File: config.mk
export PLATFORM = sky130hd
export DESIGN_NAME = iterative_normalizer_flat
export DESIGN_NICKNAME = d
export VERILOG_FILES = /design/src/rtl/iterative_normalizer_if.sv /design/src/rtl/iterative_normalizer.sv /design/src/flat_wrapper.sv
export SDC_FILE = /design/constraint.sdc
export NUM_CORES = 1
export LEC_CHECK = 0
export ABC_AREA = 1
export CAP_MARGIN = 20
export CORE_ASPECT_RATIO = 0.5
export CORE_MARGIN = 1
export CORE_UTILIZATION = 42
export DETAILED_ROUTE_END_ITERATION = 12
export DONT_BUFFER_PORTS = 1
export GPL_TIMING_DRIVEN = 0
export PLACE_DENSITY = 0.61
export REMOVE_ABC_BUFFERS = 1
export SYNTH_ARGS = -nofsm -noshare
export SYNTH_HDL_FRONTEND = slang
export SYNTH_SLANG_ARGS = --single-unit
File: constraint.sdc
create_clock -name clk -period 2.3 [get_ports clk]
set_input_delay 0.46 -clock clk [delete_from_list [all_inputs] [get_ports clk]]
set_output_delay 0.46 -clock clk [all_outputs]
set_load 0.01 [all_outputs]
File: src/rtl/iterative_normalizer_if.sv
`default_nettype none
// ============================================================================
//  Module      : iterative_normalizer_if
//  Description : Operand/result handshake bundle for iterative_normalizer.
//  Revision    : 1.0 - initial release
// ============================================================================
interface iterative_normalizer_if;
  logic        in_valid;
  logic        in_ready;
  logic [31:0] in_sig;
  logic [7:0]  in_exp;
  logic        in_sign;
  logic        out_valid;
  logic        out_ready;
  logic [23:0] out_sig;
  logic [7:0]  out_exp;
  logic        out_sign;
  logic        out_zero;
  logic        out_underflow;
  logic        out_overflow;
  logic [4:0]  out_shifts;

  modport master (
    output in_valid, in_sig, in_exp, in_sign, out_ready,
    input  in_ready, out_valid, out_sig, out_exp, out_sign,
           out_zero, out_underflow, out_overflow, out_shifts
  );

  modport slave (
    input  in_valid, in_sig, in_exp, in_sign, out_ready,
    output in_ready, out_valid, out_sig, out_exp, out_sign,
           out_zero, out_underflow, out_overflow, out_shifts
  );
endinterface
`default_nettype wire

File: src/rtl/iterative_normalizer.sv
`default_nettype none
// ============================================================================
//  Module      : iterative_normalizer
//  Description : One-decision-per-cycle FP significand normalizer with
//                rounding right shift, exponent tracking and status flags.
//  Revision    : 1.0 - initial release
// ============================================================================
module iterative_normalizer #(
  parameter int EXP_BIAS = 127
) (
  input  logic                  clk,
  input  logic                  rst_n,
  iterative_normalizer_if.slave bus
);

  // The bias is only a reference point; reject values that are not a legal
  // normal biased exponent.
  if (EXP_BIAS < 1 || EXP_BIAS > 254) begin : g_bias_range
    $error("iterative_normalizer: EXP_BIAS out of range");
  end

  typedef enum logic [1:0] {
    IDLE = 2'd0,
    NORM = 2'd1,
    DONE = 2'd2
  } state_t;

  state_t      r_state,   nxt_state;
  logic [31:0] r_sig,     nxt_sig;
  logic [7:0]  r_exp,     nxt_exp;
  logic        r_sign,    nxt_sign;
  logic [4:0]  r_shifts,  nxt_shifts;
  logic [23:0] r_out_sig, nxt_out_sig;
  logic [7:0]  r_out_exp, nxt_out_exp;
  logic        r_zero,    nxt_zero;
  logic        r_unf,     nxt_unf;
  logic        r_ovf,     nxt_ovf;

  logic [31:0] w_sig_half;
  logic [7:0]  w_exp_inc;

  // Right step rounds on the discarded bit; a carry back into bit 24 is
  // left for the following NORM cycle to catch.
  assign w_sig_half = {1'b0, r_sig[31:1]} + {31'd0, r_sig[0]};
  assign w_exp_inc  = r_exp + 8'd1;

  always_comb begin
    nxt_state   = r_state;
    nxt_sig     = r_sig;
    nxt_exp     = r_exp;
    nxt_sign    = r_sign;
    nxt_shifts  = r_shifts;
    nxt_out_sig = r_out_sig;
    nxt_out_exp = r_out_exp;
    nxt_zero    = r_zero;
    nxt_unf     = r_unf;
    nxt_ovf     = r_ovf;

    case (r_state)
      IDLE: begin
        if (bus.in_valid) begin
          nxt_sig     = bus.in_sig;
          nxt_exp     = bus.in_exp;
          nxt_sign    = bus.in_sign;
          nxt_shifts  = 5'd0;
          nxt_out_sig = 24'd0;
          nxt_out_exp = 8'd0;
          nxt_zero    = 1'b0;
          nxt_unf     = 1'b0;
          nxt_ovf     = 1'b0;
          nxt_state   = NORM;
        end
      end

      NORM: begin
        if (r_sig == 32'd0) begin
          nxt_zero    = 1'b1;
          nxt_out_exp = 8'd0;
          nxt_out_sig = 24'd0;
          nxt_state   = DONE;
        end else if (|r_sig[31:24]) begin
          nxt_sig = w_sig_half;
          nxt_exp = w_exp_inc;
          if (w_exp_inc == 8'hFF) begin
            nxt_ovf     = 1'b1;
            nxt_out_sig = 24'd0;
            nxt_out_exp = 8'hFF;
            nxt_state   = DONE;
          end
        end else if (r_sig[23]) begin
          nxt_out_sig = r_sig[23:0];
          nxt_out_exp = r_exp;
          nxt_state   = DONE;
        end else if (r_exp > 8'd1) begin
          nxt_sig    = {r_sig[30:0], 1'b0};
          nxt_exp    = r_exp - 8'd1;
          nxt_shifts = r_shifts + 5'd1;
        end else begin
          nxt_unf     = 1'b1;
          nxt_out_exp = 8'd0;
          nxt_out_sig = r_sig[23:0];
          nxt_state   = DONE;
        end
      end

      DONE: begin
        if (bus.out_ready) begin
          nxt_state = IDLE;
        end
      end

      default: begin
        nxt_state = IDLE;
      end
    endcase
  end

  always_ff @(posedge clk) begin
    if (!rst_n) begin
      r_state   <= IDLE;
      r_sig     <= 32'd0;
      r_exp     <= 8'd0;
      r_sign    <= 1'b0;
      r_shifts  <= 5'd0;
      r_out_sig <= 24'd0;
      r_out_exp <= 8'd0;
      r_zero    <= 1'b0;
      r_unf     <= 1'b0;
      r_ovf     <= 1'b0;
    end else begin
      r_state   <= nxt_state;
      r_sig     <= nxt_sig;
      r_exp     <= nxt_exp;
      r_sign    <= nxt_sign;
      r_shifts  <= nxt_shifts;
      r_out_sig <= nxt_out_sig;
      r_out_exp <= nxt_out_exp;
      r_zero    <= nxt_zero;
      r_unf     <= nxt_unf;
      r_ovf     <= nxt_ovf;
    end
  end

  assign bus.in_ready      = (r_state == IDLE) && rst_n;
  assign bus.out_valid     = (r_state == DONE);
  assign bus.out_sig       = r_out_sig;
  assign bus.out_exp       = r_out_exp;
  assign bus.out_sign      = r_sign;
  assign bus.out_zero      = r_zero;
  assign bus.out_underflow = r_unf;
  assign bus.out_overflow  = r_ovf;
  assign bus.out_shifts    = r_shifts;

  a_flags_exclusive : assert property (
    @(posedge clk) disable iff (!rst_n) $onehot0({r_zero, r_unf, r_ovf})
  );

  a_hold_under_backpressure : assert property (
    @(posedge clk) disable iff (!rst_n)
      (r_state == DONE && !bus.out_ready) |=>
        (r_state == DONE && $stable(r_out_sig) && $stable(r_out_exp))
  );

endmodule
`default_nettype wire

File: src/flat_wrapper.sv
// flat-port wrapper written by rule: the top's interface ports become plain ports
module iterative_normalizer_flat 
#(
  parameter int EXP_BIAS = 127
)
  (clk, rst_n, bus_in_valid, bus_in_sig, bus_in_exp, bus_in_sign, bus_out_ready, bus_in_ready, bus_out_valid, bus_out_sig, bus_out_exp, bus_out_sign, bus_out_zero, bus_out_underflow, bus_out_overflow, bus_out_shifts);
  iterative_normalizer_if bus_i ();
  input  logic clk;
  input  logic rst_n;
  input wire logic [$bits(bus_i.in_valid)-1:0] bus_in_valid;
  input wire logic [$bits(bus_i.in_sig)-1:0] bus_in_sig;
  input wire logic [$bits(bus_i.in_exp)-1:0] bus_in_exp;
  input wire logic [$bits(bus_i.in_sign)-1:0] bus_in_sign;
  input wire logic [$bits(bus_i.out_ready)-1:0] bus_out_ready;
  output wire logic [$bits(bus_i.in_ready)-1:0] bus_in_ready;
  output wire logic [$bits(bus_i.out_valid)-1:0] bus_out_valid;
  output wire logic [$bits(bus_i.out_sig)-1:0] bus_out_sig;
  output wire logic [$bits(bus_i.out_exp)-1:0] bus_out_exp;
  output wire logic [$bits(bus_i.out_sign)-1:0] bus_out_sign;
  output wire logic [$bits(bus_i.out_zero)-1:0] bus_out_zero;
  output wire logic [$bits(bus_i.out_underflow)-1:0] bus_out_underflow;
  output wire logic [$bits(bus_i.out_overflow)-1:0] bus_out_overflow;
  output wire logic [$bits(bus_i.out_shifts)-1:0] bus_out_shifts;
  assign bus_i.in_valid = bus_in_valid;
  assign bus_i.in_sig = bus_in_sig;
  assign bus_i.in_exp = bus_in_exp;
  assign bus_i.in_sign = bus_in_sign;
  assign bus_i.out_ready = bus_out_ready;
  assign bus_in_ready = bus_i.in_ready;
  assign bus_out_valid = bus_i.out_valid;
  assign bus_out_sig = bus_i.out_sig;
  assign bus_out_exp = bus_i.out_exp;
  assign bus_out_sign = bus_i.out_sign;
  assign bus_out_zero = bus_i.out_zero;
  assign bus_out_underflow = bus_i.out_underflow;
  assign bus_out_overflow = bus_i.out_overflow;
  assign bus_out_shifts = bus_i.out_shifts;
  iterative_normalizer #(.EXP_BIAS(EXP_BIAS)) u_core (.clk(clk), .rst_n(rst_n), .bus(bus_i));
endmodule
== Word-level counts from Yosys, hierarchy flattened ==
Cells that the tools add are included.
Word-level totals
  logic and storage cells: 99
  output and inout port bits: 43
  register bits: 83
  bits of input ports: 45
Cells by class
  equality and inequality tests: 17
  muxes and demuxes: 52
  reduce and logical (&&, ||, !) cells: 14
  add/sub/neg operators: 4
  order comparisons: 1
Operator list (count)
  $mux W32: 5
  $mux W24: 6
  $mux W8: 11
  $pmux W32 S2: 1
  $pmux W24 S2: 1
  $add A31 B1 Y32: 1
  $logic_not A32 Y1: 1
  $pmux W8 S2: 2
  $mux W5: 5
  $mux W2: 7
  $ne A2 B2 Y1 const B: 6
  $reduce_and A6 Y1: 2
  $pmux W5 S2: 1
  $reduce_and A5 Y1: 2
  $mux W1: 9
  $add A8 B1 Y8 const B: 1
  $eq A8 B8 Y1 const B: 1
  $gt A8 B1 Y1 const B: 1
  $ne A2 B1 Y1 const B: 4
  $reduce_and A4 Y1: 2
  $reduce_or A8 Y1: 1
  $sub A8 B1 Y8 const B: 1
  $pmux W1 S2: 3
  $pmux W2 S3: 1
  other kinds (12): 13

== Depth between registers and ports, before layout ==
Gate-level depths: netlist of run 1.
  depth in word-level cells: 6
  mapped depth: 14

== Worst setup path before layout of run 1 ==
Ideal clock, no wire load.
  path type: reg2reg
  from: register u_core.r_exp[0]
  to: register u_core.r_exp[3]
  stages on the path, launching flop included: 13
  slack: 0.397 ns
  data required time: 2.187 ns
  data arrival time: 1.790 ns
  setup time: 0.113 ns
  buffers on the path: 1
  path through: dfxtp_1 inv_1 ha_1 nor2_1 nor2_1 nand3_2 nand2_2 nand2_1 a21boi_4 buf_2 nand2_1 nand2_1 nor2_1
On the way
  word-level cells in the longest chain between the ends: 6
  elaborated cells on any way between the ends: 10
  those cells by class: add/sub: 2; order compare: 1; eq/ne: 1; mux: 5; reduce/logical: 1
RTL lines
  start, declared: line iterative_normalizer.sv:30  | logic [7:0] r_exp, nxt_exp;
  start signal, assigned: line iterative_normalizer.sv:133  | r_exp <= nxt_exp;
  $sub A8 B1 Y8: line iterative_normalizer.sv:96  | nxt_exp = r_exp - 8'd1;
  $mux W8: line iterative_normalizer.sv:94  | end else if (r_exp > 8'd1) begin
  $mux W8: line iterative_normalizer.sv:90  | end else if (r_sig[23]) begin
  $mux W8: line iterative_normalizer.sv:81  | end else if (|r_sig[31:24]) begin
  $mux W8: line iterative_normalizer.sv:76  | if (r_sig == 32'd0) begin
  $pmux W8 S2: line iterative_normalizer.sv:59  | case (r_state)
Several ways; a longest one is shown, not always the timed one. The select of a mux whose other input is x is not followed.
A chain may end at the register's enable or synchronous reset.

== Worst setup path in the final report of run 1 ==
  from: register u_core.r_sig[25]
  to: register u_core.r_out_sig[3], in the netlist u_core.bus.out_sig[3]
On the way
  word-level cells in the longest chain between the ends: 4
  elaborated cells on any way between the ends: 8
  those cells by class: eq/ne: 2; mux: 3; reduce/logical: 3
RTL lines
  start, declared: line iterative_normalizer.sv:29  | logic [31:0] r_sig, nxt_sig;
  start signal, assigned: line iterative_normalizer.sv:132  | r_sig <= nxt_sig;
  branches (longest 4 deep; another with $logic_not A32 Y1)
  end signal, assigned: line iterative_normalizer.sv:136  | r_out_sig <= nxt_out_sig;
  end, declared: line iterative_normalizer.sv:33  | logic [23:0] r_out_sig, nxt_out_sig;
Several ways; the timed one is not identified.

==> results of run 1 <==
[what timing repair did]
action | in CTS | in global routing
cloned | 5 | 5
buffers inserted | 8 | 1
gates resized for setup | 30 | 23
pin swaps | 4 | 3
endpoints found under the setup margin | 82 | 77
endpoints found under the hold margin | 0 | 0
[cells by family after synthesis]
group / Yosys count
buf+inv: 190
fa+ha+maj: 8
flops: 83
xor+xnor: 13
compound gates: 108
simple gates: 651
[registers in the layout (all words and copies together), names as in the netlist, 2 cells and up]
register               flops
u_core.r_exp               8
u_core.bus.out_sig        24
u_core.r_sig              32
u_core.bus.out_exp         8
u_core.r_state             2
u_core.bus.out_shifts      5
[power by group]
part | switching (mW) | leakage (nW) | internal (mW)
sequential | 0.605 | 0.686 | 1.82
combinational | 2.37 | 2.15 | 1.10
clock | 0.644 | 0.133 | 0.733
total | 3.62 | 2.97 | 3.65
[routing by layer]
layer / share of wire [%] / vias up
met5: 0.047 / -
met4: 1.6 / 2
met3: 9.5 / 32
met2: 43 / 307
met1: 46 / 3019
li1: - / 3274
[cells in the final DEF (no fill, tap or decap), types with 2 or more instances in the layout]
cell type / synthesis / layout
clkinvlp_4: 0 / 4
a21oi_1: 44 / 44
inv_6: 0 / 2
a21boi_4: 1 / 2
buf_12: 0 / 3
or2_2: 10 / 10
nand4_1: 51 / 51
nand3_2: 2 / 2
inv_2: 35 / 35
o21ai_0: 54 / 54
xor2_1: 7 / 7
o211ai_1: 2 / 2
nor3_1: 9 / 9
nor2_2: 4 / 2
clkinv_2: 0 / 3
nor2_1: 169 / 166
nand3b_1: 2 / 2
ha_1: 8 / 7
nand2_8: 0 / 8
buf_4: 4 / 6
nor2_4: 1 / 6
xnor2_1: 6 / 6
nand2_1: 317 / 314
clkbuf_16: 0 / 9
inv_1: 97 / 93
nand3_4: 1 / 5
nand3_1: 73 / 72
dfxtp_2: 0 / 4
dfxtp_1: 83 / 79
nand2_4: 1 / 8
[worst register-to-register path: stages (launching register included)]
cell and delay (ps):
dfxtp_1 370, inv_2 90, nand2_1 90, nor2_4 190
nand2_8 220, nor2_8 200, inv_2 100, nor2_4 250
nand2_8 190, nand3_4 210, nand2_1 100, inv_2 50
nor2_1 40
[worst max-delay path by stage]
stage / from / to / slack (ps)
after CTS: u_core.r_state[0] / u_core.bus.out_sig[3] / 10
final: u_core.r_sig[25] / u_core.bus.out_sig[3] / 120
after floorplan: u_core.r_state[0] / u_core.bus.out_exp[0] / -330
after global routing: u_core.r_sig[24] / u_core.bus.out_sig[11] / -2
after global placement: u_core.r_state[0] / u_core.bus.out_sig[0] / -1620
after detailed placement: u_core.r_state[0] / u_core.bus.out_sig[16] / -1680
[final cells by class]
class / count / area, sq um / share of cell area, %
inverter: 132 / 534 / 7.95
tap: 192 / 240 / 3.58
clock inverter: 6 / 40.0 / 0.596
timing repair inverter: 1 / 7.51 / 0.112
sequential: 83 / 1670 / 24.8
timing repair buffer: 9 / 105 / 1.56
multi-input combinational: 789 / 3890 / 58.0
clock buffer: 10 / 229 / 3.41
==> impl_metrics.env, run 1 <==
export IMPL_synth_seq_area_share_pct=27.5
export IMPL_synth_top_family_by_area="simple AND/OR/NAND/NOR gates"
export IMPL_placedInstanceArea_sq_um=5990
export IMPL_synth_top_cell_area_share_pct=27.5
export IMPL_worstSetupPathDepth=12
export IMPL_synth_mux_area_share_pct=0
export IMPL_synth_common_cells="nand2_1, nor2_1, inv_1"
export IMPL_min_period_ps=2180
export IMPL_r2r_start="u_core.r_sig[25]"
export IMPL_clock_latency_ps=350
export IMPL_pin_count=88
export IMPL_timing_critical_path_buf_inv=3
export IMPL_synthAdderAreaFrac_pct=1.66
export IMPL_final_setup_skew_ps=7.75
export IMPL_synthToLayoutAreaGrowth_pct=11.2
export IMPL_grt_overflow=0
export IMPL_fillers=1533
export IMPL_core_area_sq_um=13800
export IMPL_final_nets=1078
export IMPL_cp_arrival_ps=2430
export IMPL_max_freq_mhz=459
export IMPL_async_flop_share_pct=0
export IMPL_ys_types=39
export IMPL_period_share_pct=94.8
export IMPL_dp_cells=1187
export IMPL_place_gp_congestion=0.950
export IMPL_tns_ps=0
export IMPL_p_leak_nw=2.97
export IMPL_drcViolationCount=0
export IMPL_htreeDepth=3
export IMPL_synth_area_sq_um=6040
export IMPL_drtAntennaViolNets=0
export IMPL_ctsHoldBuffers=0
export IMPL_yosysMostFrequentCell="nand2_1"
export IMPL_drt_iter0_markers=629
export IMPL_whs_path_depth=2
export IMPL_synth_warning_count=0
export IMPL_maxSlewViolCount=0
export IMPL_cts_tree="yes"
export IMPL_cp_top_family="simple AND/OR/NAND/NOR gates"
export IMPL_dp_hpwl_microns=13000
export IMPL_clk_path_buf_depth=2
export IMPL_wl_per_cell_microns=17.4
export IMPL_critPathKind="flop to flop"
export IMPL_final_area_sq_um=6720
export IMPL_rows=30
export IMPL_instances_no_fill=1222
export IMPL_grt_max_degree=69
export IMPL_synth_compound_area_share_pct=9.57
export IMPL_via_count=6634
export IMPL_grt_pass1_wl_microns=31900
export IMPL_num_antenna_cells=0
export IMPL_vias_per_cell=5.43
export IMPL_min_to="u_core.r_sig[17]"
export IMPL_r2r_cells=12
export IMPL_hold_slack_ps=242
export IMPL_hold_viol=0
export IMPL_max_slew_margin_pct=47.0
export IMPL_yosys_area_top_type="dfxtp_1"
export IMPL_cts_sinks=83
export IMPL_antenna_found_initial=1
export IMPL_maxCapViolCount=0
export IMPL_die_y_microns=86.8
export IMPL_dieArea_sq_um=14900
export IMPL_tightest_slew_ps=794
export IMPL_synth_seq_cells=83
export IMPL_top_usage_layer="met2"
export IMPL_grt_met1_usage_pct=39.7
export IMPL_initial_utilization_pct=43.8
export IMPL_utilization_pct=48.8
export IMPL_grt_pass1_vias=5924
export IMPL_synth_avg_cell_area_sq_um=5.73
export IMPL_p_per_area_nw_per_um2=1080
export IMPL_totalPowerFinal_mw=7.27
export IMPL_outcome="finished clean"
export IMPL_hp_class="primary input to flop"
export IMPL_grt_total_usage_pct=28.0
export IMPL_postLayoutSetupSlackWorst_ps=120
export IMPL_clk_pin_slew_ps=60
export IMPL_critical_path_max_stage_delay_ps=370
export IMPL_drt_pre_antenna_iters=6
export IMPL_synth_area_leaders="dfxtp_1, nand2_1, nor2_1, nand3_1, inv_1"
export IMPL_synthCells=1053
export IMPL_die_w_microns=172
export IMPL_numCtsBuffers=9
export IMPL_synthFlopType="dfxtp_1"
export IMPL_vdd_drop_max_uv=368
export IMPL_reg2reg_to="u_core.bus.out_sig[3]"
export IMPL_required_ps=2550
export IMPL_rrSetupSlack_ps=120
export IMPL_drt_wl_total_microns=21300
export IMPL_critPathSlowestCell="dfxtp_1"
export IMPL_synth_edff_count=0
export IMPL_drive_gt1_share_pct=11.2
export IMPL_hold_start="rst_n"
export IMPL_synthXorXnorAreaFrac_pct=1.89
export IMPL_path_max_fanout=33
export IMPL_cpMostUsedCell="inv_2"
export IMPL_port_buffers=0
export IMPL_final_setup_viol_count=0
export IMPL_crit_chain="inv_2 > nand2_1 > nor2_4 > nand2_8 > nor2_8 > inv_2 > nor2_4 > nand2_8 > nand3_4 > nand2_1 > inv_2 > nor2_1"
export IMPL_cts_root_buffer="clkbuf_16"
export IMPL_preCtsSetupSlack_ps=-1680
export IMPL_use_met2_pct=43.1
export IMPL_worstSetupStartpointType="flop"
export IMPL_yosys_area_share_simple_pct=46.4
export IMPL_end_kind="flop"
export IMPL_met3_usage_pct=5.43
Power figures use the tool's default switching activity.
==> run 2: changes to the inputs <==
CTS_BUF_LIST = sky130_fd_sc_hd__clkbuf_16   (was unset)
==> impl_metrics.env, run 2 (synthesized netlist as in run 1, its figures left out) <==
export IMPL_vdd_drop_max_uv=368
export IMPL_rows=30
export IMPL_grt_pass1_vias=5924
export IMPL_wl_per_cell_microns=17.4
export IMPL_critPathKind="flop to flop"
export IMPL_end_kind="flop"
export IMPL_p_leak_nw=2.97
export IMPL_maxCapViolCount=0
export IMPL_required_ps=2550
export IMPL_maxSlewViolCount=0
export IMPL_final_setup_viol_count=0
export IMPL_final_nets=1078
export IMPL_cts_tree="yes"
export IMPL_crit_chain="inv_2 > nand2_1 > nor2_4 > nand2_8 > nor2_8 > inv_2 > nor2_4 > nand2_8 > nand3_4 > nand2_1 > inv_2 > nor2_1"
export IMPL_grt_max_degree=69
export IMPL_drtAntennaViolNets=0
export IMPL_hp_class="primary input to flop"
export IMPL_cp_startpoint="u_core.r_sig[25]"
export IMPL_place_gp_congestion=0.950
export IMPL_postLayoutSetupSlackWorst_ps=122
export IMPL_utilization_pct=48.8
export IMPL_tightest_slew_ps=794
export IMPL_port_buffers=0
export IMPL_via_count=6621
export IMPL_multi_input_area_sq_um=3890
export IMPL_regMostFlops="u_core.r_sig"
export IMPL_drt_iter0_markers=629
export IMPL_die_w_microns=172
export IMPL_clk_pin_slew_ps=60
export IMPL_min_period_ps=2180
export IMPL_outcome="finished clean"
export IMPL_grt_pass1_wl_microns=31900
export IMPL_max_freq_mhz=459
export IMPL_reg2reg_to="u_core.bus.out_sig[3]"
export IMPL_clk_path_buf_depth=2
export IMPL_hold_slack_ps=242
export IMPL_max_slew_margin_pct=47.0
export IMPL_drt_pre_antenna_iters=5
export IMPL_p_per_area_nw_per_um2=1080
export IMPL_cts_root_buffer="clkbuf_16"
export IMPL_final_common_cell="nand2_1"
export IMPL_worstSetupStartpointType="flop"
export IMPL_drt_wl_total_microns=21300
export IMPL_final_cell_mix="nand2_1, nor2_1, inv_1"
export IMPL_r2r_cells=12
export IMPL_ctsHoldBuffers=0
export IMPL_dp_hpwl_microns=13000
export IMPL_largest_reg_flops=32
export IMPL_final_setup_skew_ps=7.79
export IMPL_rrSetupSlack_ps=120
export IMPL_grt_overflow=0
export IMPL_drcViolationCount=0
export IMPL_critical_path_max_stage_delay_ps=370
export IMPL_hold_viol=0
export IMPL_clock_latency_ps=350
export IMPL_synthToLayoutAreaGrowth_pct=11.2
export IMPL_cts_sinks=83
export IMPL_numCtsBuffers=9
export IMPL_cpMostUsedCell="inv_2"
export IMPL_preCtsSetupSlack_ps=-1680
export IMPL_die_y_microns=86.8
export IMPL_critPathSlowestCell="dfxtp_1"
export IMPL_grt_total_usage_pct=28.0
export IMPL_fillers=1533
export IMPL_drive_gt1_share_pct=11.2
export IMPL_seq_area_sq_um=1670
export IMPL_cp_arrival_ps=2430
export IMPL_pin_count=88
export IMPL_num_antenna_cells=0
export IMPL_crit_path_end="u_core.bus.out_sig[3]"
export IMPL_antenna_found_initial=1
export IMPL_path_max_fanout=33
export IMPL_dieArea_sq_um=14900
export IMPL_core_area_sq_um=13800
export IMPL_initial_utilization_pct=43.8
export IMPL_r2r_start="u_core.r_sig[25]"
export IMPL_vias_per_cell=5.42
export IMPL_period_share_pct=94.7
export IMPL_htreeDepth=3
-- run 2: cell count changes in the layout (fill, tap and decap cells not counted) --
cell      change
clkbuf_1      -1
inv_1         +1
-- run 2: per-layer routing --
layer  track usage, %  wire [microns]  share of wire, %  up-vias
li1                 -               -                 -     3274
met1             39.7            9880                46     3015
met2             43.1            9060                43      299
met3             5.43            1980               9.3       31
met4             7.47             343               1.6        2
met5                0              10             0.047        -
-- run 2: final cells by class --
class / count / area share [%]
multi-input combinational: 789 / 58.0
sequential: 83 / 24.8
inverter: 132 / 7.95
tap: 192 / 3.58
clock buffer: 9 / 3.35
timing repair buffer: 9 / 1.56
clock inverter: 7 / 0.652
timing repair inverter: 1 / 0.112
-- run 2: metrics by stage --
stage	TNS, ps	instance area (sq um)	power, mW	instances
2_1_floorplan	-11040	5750	4.43	995
3_3_place_gp	-105070	5990	5.24	1187
3_5_place_dp	-111070	5990	5.28	1187
4_1_cts	0	6560	7.02	1216
5_1_grt	-2.27	6720	7.80	1222
6_report	0	6720	7.27	1222
-- run 2: where the power goes --
group	total [mW]	internal [mW]	switching, mW	leakage, nW
clock network	1.37	0.729	0.644	0.137
registers	2.42	1.82	0.606	0.686
logic	3.47	1.10	2.37	2.15
total	7.27	3.64	3.62	2.97
-- run 2: critical path, delay by kind of cell (launching register included) --
kind,cells,cell delay (ps)
and+or+nand+nor,9,1450
buffers and inverters,3,240
DFF,1,370
-- run 2: worst min path at each step --
stage	startpoint	to	slack, ps	cells past startpoint
finish	rst_n	u_core.r_sig[17]	240	2
CTS	rst_n	u_core.r_state[0]	230	2
global route	rst_n	u_core.r_sig[22]	240	2
detailed placement	u_core.r_sig[1]	u_core.r_sig[1]	480	2
floorplan	u_core.r_sig[1]	u_core.r_sig[1]	460	2
global placement	u_core.r_sig[1]	u_core.r_sig[1]	470	2
-- run 2: repair_timing --
action,4_1_cts,5_1_grt
buffers inserted,8,1
setup endpoints to repair,82,77
gates resized for setup,30,23
pin swaps,4,3
cloned,5,5
==> run 3: changes to the inputs <==
CORE_MARGIN = unset   (was 1)
PLACE_DENSITY = unset   (was 0.61)
PLACE_DENSITY_LB_ADDON = 0.25   (was unset)
==> impl_metrics.env, run 3 (synthesized netlist as in run 1, its figures left out) <==
export IMPL_hp_class="primary input to flop"
export IMPL_place_gp_congestion=0.932
export IMPL_grt_pass1_wl_microns=33600
export IMPL_synthToLayoutAreaGrowth_pct=12.8
export IMPL_largest_reg_flops=32
export IMPL_final_area_sq_um=6810
export IMPL_max_slew_margin_pct=49.1
export IMPL_top_usage_layer="met2"
export IMPL_rows=30
export IMPL_cts_tree="yes"
export IMPL_placedInstanceArea_sq_um=6000
export IMPL_drcViolationCount=0
export IMPL_worstSetupStartpointType="flop"
export IMPL_numCtsBuffers=9
export IMPL_final_setup_viol_count=0
export IMPL_cts_sinks=83
export IMPL_grt_max_degree=69
export IMPL_crit_chain="nor2_1 > nand2_1 > nand2_2 > buf_8 > nand4_1 > nand2_1 > nor2_1"
export IMPL_critical_path_max_stage_delay_ps=510
export IMPL_cts_root_buffer="clkbuf_16"
export IMPL_grt_total_usage_pct=29.7
export IMPL_ctsHoldBuffers=0
export IMPL_p_leak_nw=3.02
export IMPL_critPathSlowestCell="nand2_2"
export IMPL_initial_utilization_pct=43.8
export IMPL_drt_pre_antenna_iters=7
export IMPL_path_max_fanout=19
export IMPL_antenna_found_initial=1
export IMPL_die_y_microns=86.8
export IMPL_via_count=6795
export IMPL_p_per_area_nw_per_um2=1090
export IMPL_wl_per_cell_microns=18.0
export IMPL_drt_iter0_markers=759
export IMPL_grt_met1_usage_pct=41.8
export IMPL_final_cell_mix="nand2_1, nor2_1, inv_1"
export IMPL_required_ps=2590
export IMPL_tightest_slew_ps=763
export IMPL_period_share_pct=96.7
export IMPL_regMostFlops="u_core.r_sig"
export IMPL_final_common_cell="nand2_1"
export IMPL_final_nets=1087
export IMPL_clk_pin_slew_ps=70
export IMPL_timing_critical_path_buf_inv=1
export IMPL_utilization_pct=49.4
export IMPL_outcome="finished clean"
export IMPL_use_met2_pct=47.3
export IMPL_maxSlewViolCount=0
export IMPL_cp_top_family="simple AND/OR/NAND/NOR gates"
export IMPL_totalPowerFinal_mw=7.46
export IMPL_die_w_microns=172
export IMPL_final_setup_skew_ps=8.97
export IMPL_htreeDepth=3
export IMPL_drtAntennaViolNets=0
export IMPL_met3_usage_pct=4.98
export IMPL_port_buffers=0
export IMPL_min_period_ps=2220
export IMPL_clk_path_buf_depth=2
export IMPL_pin_count=88
export IMPL_grt_overflow=0
export IMPL_dp_hpwl_microns=13000
export IMPL_drt_wl_total_microns=22200
export IMPL_drive_gt1_share_pct=11.9
export IMPL_vdd_drop_max_uv=527
export IMPL_critPathKind="flop to flop"
export IMPL_vias_per_cell=5.52
export IMPL_maxCapViolCount=0
export IMPL_dieArea_sq_um=14900
export IMPL_clock_latency_ps=350
export IMPL_max_freq_mhz=450
export IMPL_end_kind="flop"
export IMPL_cp_arrival_ps=2510
export IMPL_core_area_sq_um=13800
export IMPL_hold_viol=0
export IMPL_grt_pass1_vias=6001
[run 3: cell type report]
cell class,instances,area [sq um]
multi-input cells,792,3940
flip-flops and latches,83,1670
repair inverters,1,7.51
clock inverters,6,35.0
diodes,1,2.50
well taps,192,240
fillers,1486,6960
repair buffers,15,170
clock buffers,9,225
inverters,132,522
[run 3: power breakdown]
group	leakage [nW]	internal [mW]	switching (mW)
sequential	0.686	1.82	0.627
clock	0.134	0.719	0.627
combinational	2.20	1.17	2.50
total	3.02	3.70	3.75
[run 3: what timing repair did]
| action | 4_1_cts | 5_1_grt |
|---|---|---|
| cloned | 8 | 5 |
| setup endpoints to repair | 82 | 78 |
| gates resized for setup | 31 | 24 |
| buffers inserted | 8 | 6 |
| pin swaps | 8 | 5 |
[run 3: stage by stage]
| stage | cells | hold WS [ps] | setup TNS [ps] | worst slack [ps] |
|---|---|---|---|---|
| floorplan | 995 | 462 | -11040 | -328 |
| global placement | 1187 | 473 | -111940 | -1740 |
| detailed placement | 1188 | 494 | -117490 | -1790 |
| CTS | 1219 | 232 | -2.22 | -2.16 |
| global route | 1231 | 238 | -29.4 | -13.8 |
| finish | 1231 | 247 | 0 | 76.5 |
[run 3: path summary, 6_finish.rpt]
check                         start               endpoint  slack, ps  cells after the start
hold / removal                rst_n       u_core.r_sig[26]        250                      2
setup reg to reg  u_core.r_state[0]  u_core.bus.out_sig[6]         80                      7
setup / recovery  u_core.r_state[0]  u_core.bus.out_sig[6]         80                      7
hold reg to reg    u_core.r_sig[31]       u_core.r_sig[31]        500                      2
[run 3: layer usage]
metal / wire (microns) / vias up
met1: 10000 / 3140
met3: 2070 / 43
met4: 371 / 0
met5: 0 / -
met2: 9710 / 311
li1: - / 3301
